$ cat src/rtl/mem_arb_pkg.sv
// ============================================================================
// Module      : mem_arb_pkg
// Description : Shared types and encodings for the memory arbiter slice.
// Revision    : 1.0 - initial release
// ============================================================================
`default_nettype none

package mem_arb_pkg;

  localparam int ADDR_W_DEFAULT = 9;
  localparam int DATA_W_DEFAULT = 32;

  typedef enum logic [1:0] {
    ST_IDLE  = 2'd0,
    ST_GRANT = 2'd1,
    ST_DONE  = 2'd2
  } state_t;

  localparam logic [1:0] OWN_NONE = 2'b00;
  localparam logic [1:0] OWN_CPU  = 2'b01;
  localparam logic [1:0] OWN_DBG  = 2'b10;

endpackage

`default_nettype wire

$ cat src/rtl/mem_arb_sel.sv
// ============================================================================
// Module      : mem_arb_sel
// Description : Combinational winner select between cpu and dbg requests.
// Revision    : 1.0 - initial release
// ============================================================================
`default_nettype none

module mem_arb_sel
  import mem_arb_pkg::*;
(
  input  logic       cpu_req,
  input  logic       dbg_req,
  input  logic       rr_ptr,
  output logic [1:0] winner
);

  // rr_ptr = 1 means dbg is preferred when both request.
  always_comb begin
    winner = OWN_NONE;
    if (cpu_req && !(dbg_req && rr_ptr)) begin
      winner = OWN_CPU;
    end else if (dbg_req) begin
      winner = OWN_DBG;
    end
  end

endmodule

`default_nettype wire

$ cat src/rtl/mem_arbiter.sv
// ============================================================================
// Module      : mem_arbiter
// Description : Two-port (cpu/dbg) arbiter onto a single-port RAM with
//               1-cycle registered read. Optional macro MEM_ARB_RR_EN
//               enables round-robin resolution of simultaneous requests.
// Revision    : 1.0 - initial release
// ============================================================================
`default_nettype none

module mem_arbiter
  import mem_arb_pkg::*;
#(
  parameter int ADDR_W = ADDR_W_DEFAULT,
  parameter int DATA_W = DATA_W_DEFAULT
) (
  input  logic              Clock,
  input  logic              Reset,

  input  logic              cpu_req,
  input  logic              cpu_we,
  input  logic [ADDR_W-1:0] cpu_addr,
  input  logic [DATA_W-1:0] cpu_wdata,
  output logic              cpu_ack,
  output logic [DATA_W-1:0] cpu_rdata,

  input  logic              dbg_req,
  input  logic              dbg_we,
  input  logic [ADDR_W-1:0] dbg_addr,
  input  logic [DATA_W-1:0] dbg_wdata,
  output logic              dbg_ack,
  output logic [DATA_W-1:0] dbg_rdata,

  output logic              mem_en,
  output logic              mem_we,
  output logic [ADDR_W-1:0] mem_addr,
  output logic [DATA_W-1:0] mem_wdata,
  input  logic [DATA_W-1:0] mem_rdata,

  output logic [1:0]        owner
);

  state_t            r_state;
  state_t            w_next_state;
  logic [1:0]        w_winner;
  logic              w_rr_ptr;
  logic              w_start;
  logic              w_in_grant;
  logic              w_in_done;

  logic [1:0]        r_owner;
  logic              r_we;
  logic [ADDR_W-1:0] r_addr;
  logic [DATA_W-1:0] r_wdata;
  logic [DATA_W-1:0] r_cpu_rdata;
  logic [DATA_W-1:0] r_dbg_rdata;

  assign w_start = (r_state == ST_IDLE) && (cpu_req || dbg_req);

`ifdef MEM_ARB_RR_EN
  logic r_rr_ptr;

  // After each grant, prefer the port that did not win.
  always_ff @(posedge Clock) begin
    if (Reset) begin
      r_rr_ptr <= 1'b0;
    end else if (w_start) begin
      r_rr_ptr <= (w_winner == OWN_CPU);
    end
  end

  assign w_rr_ptr = r_rr_ptr;
`else
  assign w_rr_ptr = 1'b0;
`endif

  mem_arb_sel u_sel (
    .cpu_req (cpu_req),
    .dbg_req (dbg_req),
    .rr_ptr  (w_rr_ptr),
    .winner  (w_winner)
  );

  always_ff @(posedge Clock) begin
    if (Reset) begin
      r_state <= ST_IDLE;
    end else begin
      r_state <= w_next_state;
    end
  end

  always_comb begin
    w_next_state = r_state;
    case (r_state)
      ST_IDLE:  if (cpu_req || dbg_req) w_next_state = ST_GRANT;
      ST_GRANT: w_next_state = ST_DONE;
      ST_DONE:  w_next_state = ST_IDLE;
      default:  w_next_state = ST_IDLE;
    endcase
  end

  // Request fields are captured once in IDLE; later changes are ignored.
  always_ff @(posedge Clock) begin
    if (Reset) begin
      r_owner     <= OWN_NONE;
      r_we        <= 1'b0;
      r_addr      <= '0;
      r_wdata     <= '0;
      r_cpu_rdata <= '0;
      r_dbg_rdata <= '0;
    end else begin
      if (w_start) begin
        r_owner <= w_winner;
        if (w_winner == OWN_CPU) begin
          r_we    <= cpu_we;
          r_addr  <= cpu_addr;
          r_wdata <= cpu_wdata;
        end else begin
          r_we    <= dbg_we;
          r_addr  <= dbg_addr;
          r_wdata <= dbg_wdata;
        end
      end
      if ((r_state == ST_DONE) && !r_we) begin
        if (r_owner == OWN_CPU) begin
          r_cpu_rdata <= mem_rdata;
        end else if (r_owner == OWN_DBG) begin
          r_dbg_rdata <= mem_rdata;
        end
      end
    end
  end

  assign mem_addr  = r_addr;
  assign mem_wdata = r_wdata;

  // Reset masks the strobes in the same cycle so an aborted access never acks.
  always_comb begin
    w_in_grant = (r_state == ST_GRANT) && !Reset;
    w_in_done  = (r_state == ST_DONE) && !Reset;
    mem_en     = w_in_grant;
    mem_we     = w_in_grant && r_we;
    owner      = (w_in_grant || w_in_done) ? r_owner : OWN_NONE;
    cpu_ack    = w_in_done && (r_owner == OWN_CPU);
    dbg_ack    = w_in_done && (r_owner == OWN_DBG);
    cpu_rdata  = (cpu_ack && !r_we) ? mem_rdata : r_cpu_rdata;
    dbg_rdata  = (dbg_ack && !r_we) ? mem_rdata : r_dbg_rdata;
  end

endmodule

`default_nettype wire

$ cat config.mk
export PLATFORM = sky130hd
export DESIGN_NAME = mem_arbiter
export DESIGN_NICKNAME = d
export VERILOG_FILES = /design/src/rtl/mem_arb_pkg.sv /design/src/rtl/mem_arb_sel.sv /design/src/rtl/mem_arbiter.sv
export SDC_FILE = /design/constraint.sdc
export NUM_CORES = 1
export LEC_CHECK = 0
export CAP_MARGIN = 20
export CORE_MARGIN = 2
export CORE_UTILIZATION = 32
export CTS_CLUSTER_SIZE = 16
export DETAILED_ROUTE_END_ITERATION = 10
export PLACE_DENSITY = 0.72
export SYNTH_ARGS = -nofsm -noshare
export SYNTH_HDL_FRONTEND = slang
export SYNTH_SLANG_ARGS = --single-unit
$ cat constraint.sdc
create_clock -name Clock -period 2.1 [get_ports Clock]
set_input_delay 0.21 -clock Clock [delete_from_list [all_inputs] [get_ports Clock]]
set_output_delay 0.21 -clock Clock [all_outputs]
set_load 0.05 [all_outputs]
After elaboration in Yosys (flattened, before gate mapping)
Cells that the tools add are included.
{"block": "word_totals", "in_bits": 120, "elab_cells": 40, "reg_bits": 110}
{"block": "op_classes", "reduce_logical": 16, "eq_ne": 6, "muxes": 10, "bitwise_logic": 1}
{"op": "32-bit two-way mux", "n": 3}
{"op": "1-bit logical AND", "n": 9}
{"op": "9-bit two-way mux", "n": 1}
{"op": "2-bit two-way mux", "n": 4}
{"op": "2-bit by 1-bit == test with 1-bit output, second input constant", "n": 3}
{"op": "2-bit == test, second input constant", "n": 2}
{"op": "2-bit case mux with 2 select lines", "n": 1}
{"op": "3-bit AND reduction", "n": 1}
{"op": "1-bit zero test", "n": 2}
{"op": "2-bit zero test", "n": 1}
{"op": "1-bit logical OR", "n": 2}
{"op": "2-bit by 1-bit != test with 1-bit output, second input constant", "n": 1}
{"op": "2-bit AND reduction", "n": 1}
{"op": "1-bit two-way mux", "n": 1}
{"op": "1-bit NOT", "n": 1}

Depth between registers and ports, before layout
{"block": "depth", "word_depth": 5, "mapped_depth": 7, "ltp_nobuf": 3}

By module
Synthesis repeated with hierarchy kept, for this count alone.
{"block": "hier_totals", "hier_cells": 490, "area_unflattened_um2": 4839.6}
{"mod": "mem_arbiter", "n_inst": 1, "seq_area_each_um2": 2202.1, "cells_each": 487, "area_each_um2": 4820.9}
{"mod": "mem_arb_sel", "n_inst": 1, "seq_area_each_um2": 0.0, "cells_each": 3, "area_each_um2": 18.8}

Worst setup path before layout
No wires, ideal clock.
{"block": "synth_timing", "kind": "register to output", "startpoint": "register r_state[0]", "endpoint": "output port mem_we", "stages_incl_launch_ff": 3, "n_path_buf": 0, "path_slack_ns": -0.274, "t_arrival_ns": 2.164, "required_time_ns": 1.890, "path_cell_list": "dfxtp_1 nor3b_1 and2_1"}
{"block": "synth_via", "elab_chain_cells": 3}
{"item": "start: declaration", "line_no": "mem_arbiter.sv:42", "source": "state_t r_state;"}
{"item": "start signal: assignment", "line_no": "mem_arbiter.sv:87", "source": "r_state <= w_next_state;"}
{"item": "2-bit by 1-bit == test with 1-bit output", "line_no": "mem_arbiter.sv:138", "source": "w_in_grant = (r_state == ST_GRANT) && !Reset;"}
{"item": "1-bit logical AND", "line_no": "mem_arbiter.sv:138"}
{"item": "via mem_en", "line_no": "mem_arbiter.sv:33", "source": "output logic mem_en,"}
{"item": "1-bit logical AND", "line_no": "mem_arbiter.sv:141", "source": "mem_we = w_in_grant && r_we;"}
{"item": "end: declaration", "line_no": "mem_arbiter.sv:34", "source": "output logic mem_we,"}
The timed path passes the listed nets, and every way through them passes these cells.

Final worst setup path
{"block": "layout_timing", "startpoint": "register r_state[1]", "endpoint": "output port cpu_rdata[18]"}
{"block": "layout_via", "elab_chain_cells": 5}
{"item": "2-bit == test", "line_no": "mem_arbiter.sv:139", "source": "w_in_done = (r_state == ST_DONE) && !Reset;"}
{"item": "1-bit logical AND", "line_no": "mem_arbiter.sv:139"}
{"item": "1-bit logical AND", "line_no": "mem_arbiter.sv:143", "source": "cpu_ack = w_in_done && (r_owner == OWN_CPU);"}
{"item": "1-bit logical AND", "line_no": "mem_arbiter.sv:145", "source": "cpu_rdata = (cpu_ack && !r_we) ? mem_rdata : r_cpu_rdata;"}
{"item": "32-bit two-way mux", "line_no": "mem_arbiter.sv:145"}
{"item": "end: declaration", "line_no": "mem_arbiter.sv:24", "source": "output logic [DATA_W-1:0] cpu_rdata,"}
No other way between the ends.

==> results.md <==
- HP Class: primary input to register
- Overall Power: ~5.3 mW
- Synthesized flop and latch total: 110
- Final Critical Period: around 2.3 ns
- Period utilization: 112%
- # diodes: 0
- DPL Wire Length: between 9 and 10 mm
- Drt pass-1 iters: 4
- Via/cell ratio: 5.22
- Core Region: approximately 0.015 mm²
- Layout cells sized above 1: 29.4%
- CTS Hold Buffers Added: 0
- CP max stage delay: between 0.4 and 0.5 ns
- Max VDD drop: about 0.00043 V
- RSZ-0062 raised after global routing: yes
- Top cells by count, synth: dfxtp_1 (110), a22o_1 (64), mux2_2 (63), a21oi_1 (44), a211oi_1 (43)
- Post-route cell area: between 0.008 and 0.009 mm²
- Mapped Area: a little under 0.005 mm²
- DR WL/cell: roughly 18 µm
- Clock latency on the worst-skew pair: ~0.35 ns
- Setup Crit Path Kind: register to output pin
- Mapped Cells: about 440
- Power Density: 648 mW/mm²
- GR Overflow Total: 0
- H-tree levels: 3
- Sequential share of the synthesized area: a little under half
- Achievable Freq: 427 MHz
- Clock slew at reported path FFs: approximately 0.070 ns
- Final nets: about 790
- Critical-path top delay cell: or3b_4
- Worst-Margin Slew: between 0.7 and 0.8 ns
- Starting Density: 33.0%
- Area of the die: 0.0161 mm²
- Die H: approximately 130 µm
- Clk_skew: between 0.009 and 0.01 ns
- Failing checks: negative setup slack
- Area Growth Syn to Fin: 69.8%
- Routed vias: between 4,000 and 5,000
- DRT iter0 DRCs: 276
- Status: finished with violations
- GRT Total Usage: between 10% and 20%
- Most frequent cell after synthesis: dfxtp_1
- Clock root buffer: clkbuf_16
- Post-route DRC: 0
- Final setup violation count: 64
- Synth Net Count: 556
- Worst Path Required: approximately 1.9 ns
- Num rows: between 40 and 50
- First-pass GRT wire length: between 20 and 25 mm
- Relative slew slack: a little over half
- Primary FF master, synth: dfxtp_1
- Ports: about 230
- CP max FO: 7
- Cell Chain, Critical Path: or3b_4 -> nor3_4 -> buf_12 -> clkbuf_16 -> mux2_2 -> buf_6
- TritonCTS Sinks: 110
- Worst setup slack after layout: -0.245 ns
- Leak: roughly 3.4 nW
- Max-cap violation count: 0
- Total routed wirelength: between 15 and 20 mm
- Num CTS Buffers: 9
- Arrival @ worst endpoint: roughly 2.1 ns
- Initial antenna violation count: 0
- Setup crit end kind: output pin
- Bufs on Longest Clock Path: 2
- Cell taking the most area after synthesis: dfxtp_1
- Element type at the critical path start: register
- Synth cell types: 25
- Post-synth ARST share: 0%
- Global placement routability congestion: around 0.78
- Number of flops mapped to enable cells by yosys: 0
- Setup TNS Final: -13.13 ns
- Filler cells: ~1,200
- Die span in x: about 130 µm
- Largest net degree at the start of global routing: 52
- PortBufs: 230
- Vias in the first global route: ~4,500
- DP Area: 0.00718 mm²
- Antenna-violating nets left: 0
- Max Slew Vio Count: 0
- Yosys top cell area share: roughly 46%
- Mean post-synth cell area: about 11 µm²
- Ranking of synthesized cells by area: dfxtp_1 (46%), mux2_2 (15%), a22o_1 (12%)
- Fin. Hold Viols: 0
- CTS tree: yes
- Synth warnings: 0
-- path summary, 6_finish.rpt --
check                                startpoint              end  slack [ns]  cells after the start
worst min register to register  r_cpu_rdata[13]  r_cpu_rdata[13]        0.48                      1
worst min-delay path                      Reset       r_state[0]        0.45                      3
worst max register to register       r_state[1]  r_dbg_rdata[18]        0.25                      7
worst max-delay path                 r_state[1]    cpu_rdata[18]       -0.24                      6
-- logic make-up after synthesis --
family	share of synthesized area [%]
xor gates and xnor gates	0.181
and+or+nand+nor	2.61
AOI/OAI and AO/OA	23.2
buffers and inverters	4.79
muxes	23.6
DFF	45.6
-- report_power, final --
group          switching (mW)  leakage, nW  internal [mW]  total (mW)
sequential             0.0666        0.899           2.19        2.26
clock                   0.805        0.149          0.965        1.77
combinational           0.741         2.31          0.549        1.29
-- worst max-delay path: cells and delay by family (launching register included) --
kind / cells / cell delay [ns]
buffers and inverters: 3 / 0.48
flip-flops: 1 / 0.33
multiplexers: 1 / 0.35
AND/OR/NAND/NOR: 2 / 0.62
-- layer usage --
metal  share of wire (%)  vias to the layer above  GRT usage [%]
met4                 1.7                        0           5.88
li1                    -                     2138              -
met2                  49                      182           31.1
met5                   0                        -              0
met1                  42                     2141           22.7
met3                 7.3                       19           4.77
-- registers in the layout, indices dropped and copies added (netlist names) --
name	count
mem_addr	9
mem_wdata	32
r_cpu_rdata	32
r_dbg_rdata	32
r_owner	2
r_state	2
r_we	1
-- layout by cell type (no fill, tap or decap), types with 4 or more instances in the layout --
master           synthesis  layout
a21oi_1                 44      44
mux2_4                   0      26
buf_8                    0      26
buf_6                    6      46
mux2_2                  63      38
dfxtp_1                110     109
a22o_1                  64      64
buf_12                   0       4
a211oi_1                43      43
buf_4                    0      26
clkbuf_16                0      12
mux2i_1                 42      42
clkdlybuf4s50_1          0     158
-- layout make-up --
class	count	area [µm²]	share of cell area, %
Multi-Input combinational cell	279	2540	31.0
Sequential cell	110	2200	26.8
Clock inverter	6	68.8	0.839
Clock buffer	10	239	2.91
Tap cell	184	230	2.81
Timing Repair Buffer	267	2920	35.5
Inverter	2	7.51	0.0915
-- through the flow --
stage                     setup WS, ns  utilization, %  hold slack (ns)  cells
after global routing            -0.287            56.0            0.491    858
after detailed placement        0.0161            49.1            0.455    823
final                           -0.245            56.0            0.455    858
after floorplan               -0.00878               -            0.343    436
after CTS                       -0.267            54.9            0.459    852
after global placement          0.0567            49.1            0.452    823
-- what timing repair did --
item | 4_1_cts | 5_1_grt
pin swaps | 1 | 3
endpoints found under the hold margin | 0 | 0
gates resized for setup | 98 | 30
cloned | 4 | 5
setup endpoints to repair | 64 | 64
setup buffers | 9 | 5
No activity file was read; power rests on OpenSTA's default activity.
